`config.mk`:
```
export PLATFORM = sky130hd
export DESIGN_NAME = fwd_hazard_unit_flat
export DESIGN_NICKNAME = d
export VERILOG_FILES = /design/src/rtl/fwd_pkg.sv /design/src/rtl/fwd_hazard_unit_if.sv /design/src/rtl/fwd_src_match.sv /design/src/rtl/fwd_hazard_unit.sv /design/src/flat_wrapper.sv
export SDC_FILE = /design/constraint.sdc
export NUM_CORES = 1
export LEC_CHECK = 0
export CAP_MARGIN = 20
export CORE_AREA = 2 2 50 52
export CTS_CLUSTER_DIAMETER = 100
export DETAILED_ROUTE_END_ITERATION = 16
export DIE_AREA = 0 0 52 54
export GPL_TIMING_DRIVEN = 1
export PLACE_DENSITY = 0.8
export SKIP_LAST_GASP = 1
export SLEW_MARGIN = 20
export SYNTH_ARGS = -nofsm -noshare
export SYNTH_HDL_FRONTEND = slang
export SYNTH_SLANG_ARGS = --single-unit
```
`constraint.sdc`:
```
create_clock -name clk -period 2.1 [get_ports clk]
set_input_delay 0.42 -clock clk [delete_from_list [all_inputs] [get_ports clk]]
set_output_delay 0.42 -clock clk [all_outputs]
set_load 0.01 [all_outputs]
```
`src/rtl/fwd_pkg.sv`:
```
// ============================================================================
// Module      : fwd_pkg
// Description : Shared types for the operand-forwarding / hazard unit.
// Revision    : 1.0 - initial release
// ============================================================================
`default_nettype none

package fwd_pkg;

   localparam int REG_ADDR_W = 5;

   typedef enum logic [1:0] {
      FWD_RF    = 2'b00,
      FWD_EXMEM = 2'b01,
      FWD_MEMWB = 2'b10,
      FWD_WBBYP = 2'b11
   } fwd_sel_t;

   typedef struct packed {
      logic                  valid;
      logic [REG_ADDR_W-1:0] rd;
      logic                  we;
      logic                  is_load;
   } slot_t;

   // A slot only counts as a producer if it will actually write a real register.
   function automatic logic slot_produces(input slot_t s, input logic [REG_ADDR_W-1:0] zero_reg);
      return s.valid && s.we && (s.rd != zero_reg);
   endfunction

endpackage

`default_nettype wire

```
`src/rtl/fwd_hazard_unit_if.sv`:
```
// ============================================================================
// Module      : fwd_hazard_unit_if
// Description : ID-stage / hazard-unit signal bundle (master = ID stage).
// Revision    : 1.0 - initial release
// ============================================================================
`default_nettype none

interface fwd_hazard_unit_if #(
   parameter int REG_ADDR_W = fwd_pkg::REG_ADDR_W
);
   import fwd_pkg::*;

   logic                  id_valid;
   logic [REG_ADDR_W-1:0] id_rs;
   logic [REG_ADDR_W-1:0] id_rt;
   logic [REG_ADDR_W-1:0] id_rd;
   logic                  id_we;
   logic                  id_is_load;
   logic                  flush;
   logic                  stall;
   fwd_sel_t              fwd_sel_a;
   fwd_sel_t              fwd_sel_b;
   logic                  ex_valid;

   modport master (
      output id_valid, id_rs, id_rt, id_rd, id_we, id_is_load, flush,
      input  stall, fwd_sel_a, fwd_sel_b, ex_valid
   );

   modport slave (
      input  id_valid, id_rs, id_rt, id_rd, id_we, id_is_load, flush,
      output stall, fwd_sel_a, fwd_sel_b, ex_valid
   );

endinterface

`default_nettype wire

```
`src/rtl/fwd_src_match.sv`:
```
// ============================================================================
// Module      : fwd_src_match
// Description : Matches one source specifier against the EX/MEM/WB slots.
//               FWD_WB_BYPASS_EN selects code 11 for a WB-slot hit.
// Revision    : 1.0 - initial release
// ============================================================================
`default_nettype none

module fwd_src_match
   import fwd_pkg::*;
#(
   parameter int ZERO_REG = 0
) (
   input  wire logic [REG_ADDR_W-1:0] i_src,
   input  wire slot_t                 i_ex,
   input  wire slot_t                 i_mem,
   input  wire slot_t                 i_wb,
   output fwd_sel_t                   o_sel,
   output logic                       o_load_hit
);

   localparam logic [REG_ADDR_W-1:0] c_zero_reg = ZERO_REG[REG_ADDR_W-1:0];

   logic w_ex_hit;
   logic w_mem_hit;
   logic w_wb_hit;
   logic w_unused_is_load;

   assign w_ex_hit  = slot_produces(i_ex,  c_zero_reg) && (i_ex.rd  == i_src);
   assign w_mem_hit = slot_produces(i_mem, c_zero_reg) && (i_mem.rd == i_src);
   assign w_wb_hit  = slot_produces(i_wb,  c_zero_reg) && (i_wb.rd  == i_src);

   // Youngest producer wins.
   always_comb begin
      o_sel = FWD_RF;
      if (w_ex_hit) begin
         o_sel = FWD_EXMEM;
      end else if (w_mem_hit) begin
         o_sel = FWD_MEMWB;
      end else if (w_wb_hit) begin
`ifdef FWD_WB_BYPASS_EN
         o_sel = FWD_WBBYP;
`else
         o_sel = FWD_RF;
`endif
      end
   end

   assign o_load_hit       = w_ex_hit && i_ex.is_load;
   assign w_unused_is_load = i_mem.is_load ^ i_wb.is_load;

endmodule

`default_nettype wire

```
`src/rtl/fwd_hazard_unit.sv`:
```
// ============================================================================
// Module      : fwd_hazard_unit
// Description : EX operand-forward select generation and load-use stall.
//               Optional WB bypass code via FWD_WB_BYPASS_EN.
// Revision    : 1.0 - initial release
// ============================================================================
`default_nettype none

module fwd_hazard_unit #(
   parameter int REG_ADDR_W = fwd_pkg::REG_ADDR_W,
   parameter int ZERO_REG   = 0
) (
   input wire logic            clk,
   input wire logic            rst_n,
   fwd_hazard_unit_if.slave    bus
);
   import fwd_pkg::*;

   slot_t                 r_ex;
   slot_t                 r_mem;
   slot_t                 r_wb;
   fwd_sel_t              r_sel_a;
   fwd_sel_t              r_sel_b;
   fwd_sel_t              w_sel_a;
   fwd_sel_t              w_sel_b;
   logic                  w_hit_a;
   logic                  w_hit_b;
   logic                  w_stall;
   logic                  w_issue;
   logic [REG_ADDR_W-1:0] w_id_rd;

   assign w_id_rd = bus.id_rd;

   fwd_src_match #(.ZERO_REG(ZERO_REG)) u_match_a (
      .i_src      (bus.id_rs),
      .i_ex       (r_ex),
      .i_mem      (r_mem),
      .i_wb       (r_wb),
      .o_sel      (w_sel_a),
      .o_load_hit (w_hit_a)
   );

   fwd_src_match #(.ZERO_REG(ZERO_REG)) u_match_b (
      .i_src      (bus.id_rt),
      .i_ex       (r_ex),
      .i_mem      (r_mem),
      .i_wb       (r_wb),
      .o_sel      (w_sel_b),
      .o_load_hit (w_hit_b)
   );

   // Flush outranks the load-use stall; squashed instructions never stall.
   assign w_stall = bus.id_valid && !bus.flush && (w_hit_a || w_hit_b);
   assign w_issue = bus.id_valid && !w_stall && !bus.flush;

   always_ff @(posedge clk or negedge rst_n) begin
      if (!rst_n) begin
         r_ex    <= '0;
         r_mem   <= '0;
         r_wb    <= '0;
         r_sel_a <= FWD_RF;
         r_sel_b <= FWD_RF;
      end else begin
         r_mem <= r_ex;
         r_wb  <= r_mem;
         if (w_issue) begin
            r_ex.valid   <= 1'b1;
            r_ex.rd      <= w_id_rd;
            r_ex.we      <= bus.id_we;
            r_ex.is_load <= bus.id_is_load;
            r_sel_a      <= w_sel_a;
            r_sel_b      <= w_sel_b;
         end else begin
            r_ex    <= '0;
            r_sel_a <= FWD_RF;
            r_sel_b <= FWD_RF;
         end
      end
   end

   assign bus.stall     = w_stall;
   assign bus.fwd_sel_a = r_sel_a;
   assign bus.fwd_sel_b = r_sel_b;
   assign bus.ex_valid  = r_ex.valid;

endmodule

`default_nettype wire

```
`src/flat_wrapper.sv`:
```
// flat-port wrapper written by rule: the top's interface ports become plain ports
module fwd_hazard_unit_flat import fwd_pkg::*;
#(
   parameter int REG_ADDR_W = fwd_pkg::REG_ADDR_W,
   parameter int ZERO_REG   = 0
)
  (clk, rst_n, bus_id_valid, bus_id_rs, bus_id_rt, bus_id_rd, bus_id_we, bus_id_is_load, bus_flush, bus_stall, bus_fwd_sel_a, bus_fwd_sel_b, bus_ex_valid);
  fwd_hazard_unit_if #(.REG_ADDR_W(REG_ADDR_W)) bus_i ();
  input wire logic clk;
  input wire logic rst_n;
  input wire logic [$bits(bus_i.id_valid)-1:0] bus_id_valid;
  input wire logic [$bits(bus_i.id_rs)-1:0] bus_id_rs;
  input wire logic [$bits(bus_i.id_rt)-1:0] bus_id_rt;
  input wire logic [$bits(bus_i.id_rd)-1:0] bus_id_rd;
  input wire logic [$bits(bus_i.id_we)-1:0] bus_id_we;
  input wire logic [$bits(bus_i.id_is_load)-1:0] bus_id_is_load;
  input wire logic [$bits(bus_i.flush)-1:0] bus_flush;
  output wire logic [$bits(bus_i.stall)-1:0] bus_stall;
  output wire logic [$bits(bus_i.fwd_sel_a)-1:0] bus_fwd_sel_a;
  output wire logic [$bits(bus_i.fwd_sel_b)-1:0] bus_fwd_sel_b;
  output wire logic [$bits(bus_i.ex_valid)-1:0] bus_ex_valid;
  assign bus_i.id_valid = bus_id_valid;
  assign bus_i.id_rs = bus_id_rs;
  assign bus_i.id_rt = bus_id_rt;
  assign bus_i.id_rd = bus_id_rd;
  assign bus_i.id_we = bus_id_we;
  assign bus_i.id_is_load = bus_id_is_load;
  assign bus_i.flush = bus_flush;
  assign bus_stall = bus_i.stall;
  assign bus_fwd_sel_a = bus_i.fwd_sel_a;
  assign bus_fwd_sel_b = bus_i.fwd_sel_b;
  assign bus_ex_valid = bus_i.ex_valid;
  fwd_hazard_unit #(.REG_ADDR_W(REG_ADDR_W), .ZERO_REG(ZERO_REG)) u_core (.clk(clk), .rst_n(rst_n), .bus(bus_i));
endmodule
```
==> results.yml <==
clocking:
  cts_tree: "done"
  cts_buffers: 3
  clk-insertion-delay-late_ns: 0.30
  path_clk_slew_ns: 0.10
  htreeDepth: 1
  cts_root_buf: "clkbuf_4"
  clock_sinks: 19
  cts_buffer_depth: 2
  hold_buffers: 0
sta:
  fin_crit_sh_pct: 109
  fmax_mhz: 436
  slew_headroom_pct: 79.9
  worst_slew_pin_slew_ns: 0.299
  setup_ws_ns: -0.193
  drv_slew: 0
  fin_crit_ns: 2.29
  setup_viol_count_final: 1
  rsz0062_at_grt: "true"
  hold_viol_final: 0
  finalSetupTns_ns: -0.193
  fin_worst_skew_ns: 0.00166
synth:
  synthesis.nets: 101
  ys_ff_latch: 19
  syn-cell-area_um2: 878
  synth-seq-area-share_pct: 54.1
  yosys_warnings: 0
  synthCells: 80
  syn_avg_cell_area_um2: 11.0
  ys_types: 21
global_routing:
  grt_pass1_vias: 744
  grt_antenna_before_repair: 0
  grtUsageTotal_pct: 15.5
  grt-ovfl-total: 0
  grt_start_max_net_pins: 20
  grt_first_pass_wirelength_mm: 3.04
min_path:
  hold_class: "reg2reg"
cells_and_area:
  area_growth_pct: 59.4
  stdcell_count: 159
  fin_area_um2: 1400
  final_layout_size_suffix_gt1_share_pct: 27.9
  n_antenna_cell: 0
  fill_cells: 182
  num-nets-final: 151
drt:
  via_per_inst: 4.58
  drtPass1Iterations: 4
  num_vias: 729
  wl_met3_um: 71
  routed-wl-met2_mm: 1.03
  wl_mm: 2.06
  wl_met1_um: 870
  drc: 0
  drt-initial-drc-count: 5
  wl_per_cell_um: 12.9
  highest_layer: "met4"
  drtAntennaViolNets: 0
worst_setup_path:
  worstPathMaxFanout: 2
  ff2ff_setup_slack_ns: 0.49
  cp-end-kind: "output port"
  critPathArrivalTime_ns: 1.87
  crit_path_start_kind: "input pin"
  crit_chain: "clkdlybuf4s50_1 -> xor2_1 -> nor3_2 -> buf_4 -> o211a_1 -> and2_4 -> buf_6"
  worst-setup-path-type: "in2out"
  cpMaxStageDelayCell: "clkdlybuf4s50_1"
  cpPeakStageDelay_ns: 0.52
  required_ns: 1.68
pwr:
  cellPowerDensity_nw_per_um2: 502
  finalPower_mw: 0.703
  vdd_drop_max_v: 0.000364
  p_leak_nw: 0.701
placed_design:
  port-buffer-count: 26
  dpl-instance-area_um2: 1300
  place_ws_ns: -0.708
  place.gp.congestion: 0.798
  dp.cells: 152
  hpwl_mm: 1.49
floorplanning:
  die_h_um: 54
  initial_core_util_pct: 37.9
  die_area_um2: 2810
  die_w_um: 52
  placementRows: 18
  io_pins: 27
  coreArea_um2: 2320
job:
  drv_cap: 0
status:
  violations: "negative setup slack"
  status: "complete, but fails checks"
==> where the power goes <==
part           leakage, nW  switching, mW  internal (mW)  total (mW)
Combinational        0.431         0.0519         0.0825       0.134
Sequential           0.255         0.0110          0.377       0.388
Clock               0.0150          0.106         0.0741       0.180
Total                0.701          0.169          0.534       0.703
==> state kept, by name, indices dropped and copies added (netlist names) <==
name and cells:
u_core.bus.fwd_sel_a 2, u_core.bus.fwd_sel_b 2, u_core.r_ex 7, u_core.bus.ex_valid 1, u_core.r_mem 7
==> kinds of logic after synthesis <==
| family | synth area share (%) |
|---|---|
| buffers and inverters | 2.14 |
| flip-flops | 54.1 |
| AO/OA/AOI/OAI | 6.41 |
| XOR/XNOR | 19.9 |
| AND/OR/NAND/NOR | 17.4 |
==> area by class of cell <==
| type | count | area [um^2] | area share, % |
|---|---|---|---|
| timing repair buffer | 47 | 430 | 30.7 |
| clock buffer | 4 | 26.3 | 1.88 |
| multi-input combinational | 58 | 425 | 30.4 |
| tap | 30 | 37.5 | 2.68 |
| inverter | 1 | 3.75 | 0.268 |
| sequential | 19 | 477 | 34.0 |
==> final timing paths <==
path / startpoint / endpoint / cells past startpoint
setup reg to reg: u_core.r_ex[4] / u_core.r_ex[2] / 6
setup / recovery: bus_id_rt[2] / bus_stall / 7
max in group asynchronous: rst_n / u_core.r_ex[5] / 2
hold reg to reg: u_core.r_ex[1] / u_core.r_mem[1] / 0
hold / removal: u_core.r_ex[1] / u_core.r_mem[1] / 0
min in group asynchronous: rst_n / u_core.bus.fwd_sel_b[1] / 2
==> cell usage after synthesis <==
library cell | number | area, um^2
dfrtp_1 | 19 | 475
xnor2_1 | 12 | 105
nor2_1 | 8 | 30.0
xor2_1 | 8 | 70.1
nand2_1 | 7 | 26.3
nand3_1 | 4 | 20.0
nor3_1 | 3 | 15.0
a21oi_1 | 2 | 10.0
and2_1 | 2 | 12.5
nor4_1 | 2 | 12.5
o21a_1 | 2 | 15.0
or4_1 | 2 | 15.0
and2_4 | 1 | 8.76
buf_6 | 1 | 11.3
clkbuf_1 | 1 | 3.75
inv_2 | 1 | 3.75
nand2b_1 | 1 | 6.26
nor2b_1 | 1 | 6.26
o2111ai_1 | 1 | 8.76
o211a_1 | 1 | 10.0
o211ai_2 | 1 | 12.5
==> layer usage <==
metal | global-route usage [%] | vias up
met1 | 16.6 | 333
met3 | 2.50 | 7
met2 | 27.8 | 22
li1 | - | 367
met5 | 0 | -
met4 | 10.5 | 0
==> layout by cell type, fill, tap and decap left out, drive strengths merged, types with 2 or more instances in the layout <==
cell,n
xor2,8
dlygate4sd2,2
xnor2,12
clkdlybuf4s50,19
a21oi,2
nand2,7
buf,22
dlymetal6s2s,4
dfrtp,19
nor4,2
or4,2
nand3,4
nor3,3
clkbuf,4
o21a,2
and2,3
nor2,8
==> worst max-delay path: cells and delay by family <==
family | cells | cell delay, ns
AND/OR/NAND/NOR | 2 | 0.24
AO/OA/AOI/OAI | 1 | 0.22
buffers and inverters | 3 | 0.77
XOR/XNOR | 1 | 0.22
==> through the flow <==
stage | utilization [%] | hold slack (ns)
6_report | 60.4 | 0.407
4_1_cts | 58.0 | 0.409
2_1_floorplan | - | 0.124
5_1_grt | 60.4 | 0.441
3_3_place_gp | 55.9 | 0.375
3_5_place_dp | 55.9 | 0.386
==> repair_timing <==
item,CTS,global route
setup endpoints to repair,1,1
buffers inserted,2,1
resized for setup,9,11
gates cloned,0,0
pin swaps,5,7
(Power assumes the default switching activity.)
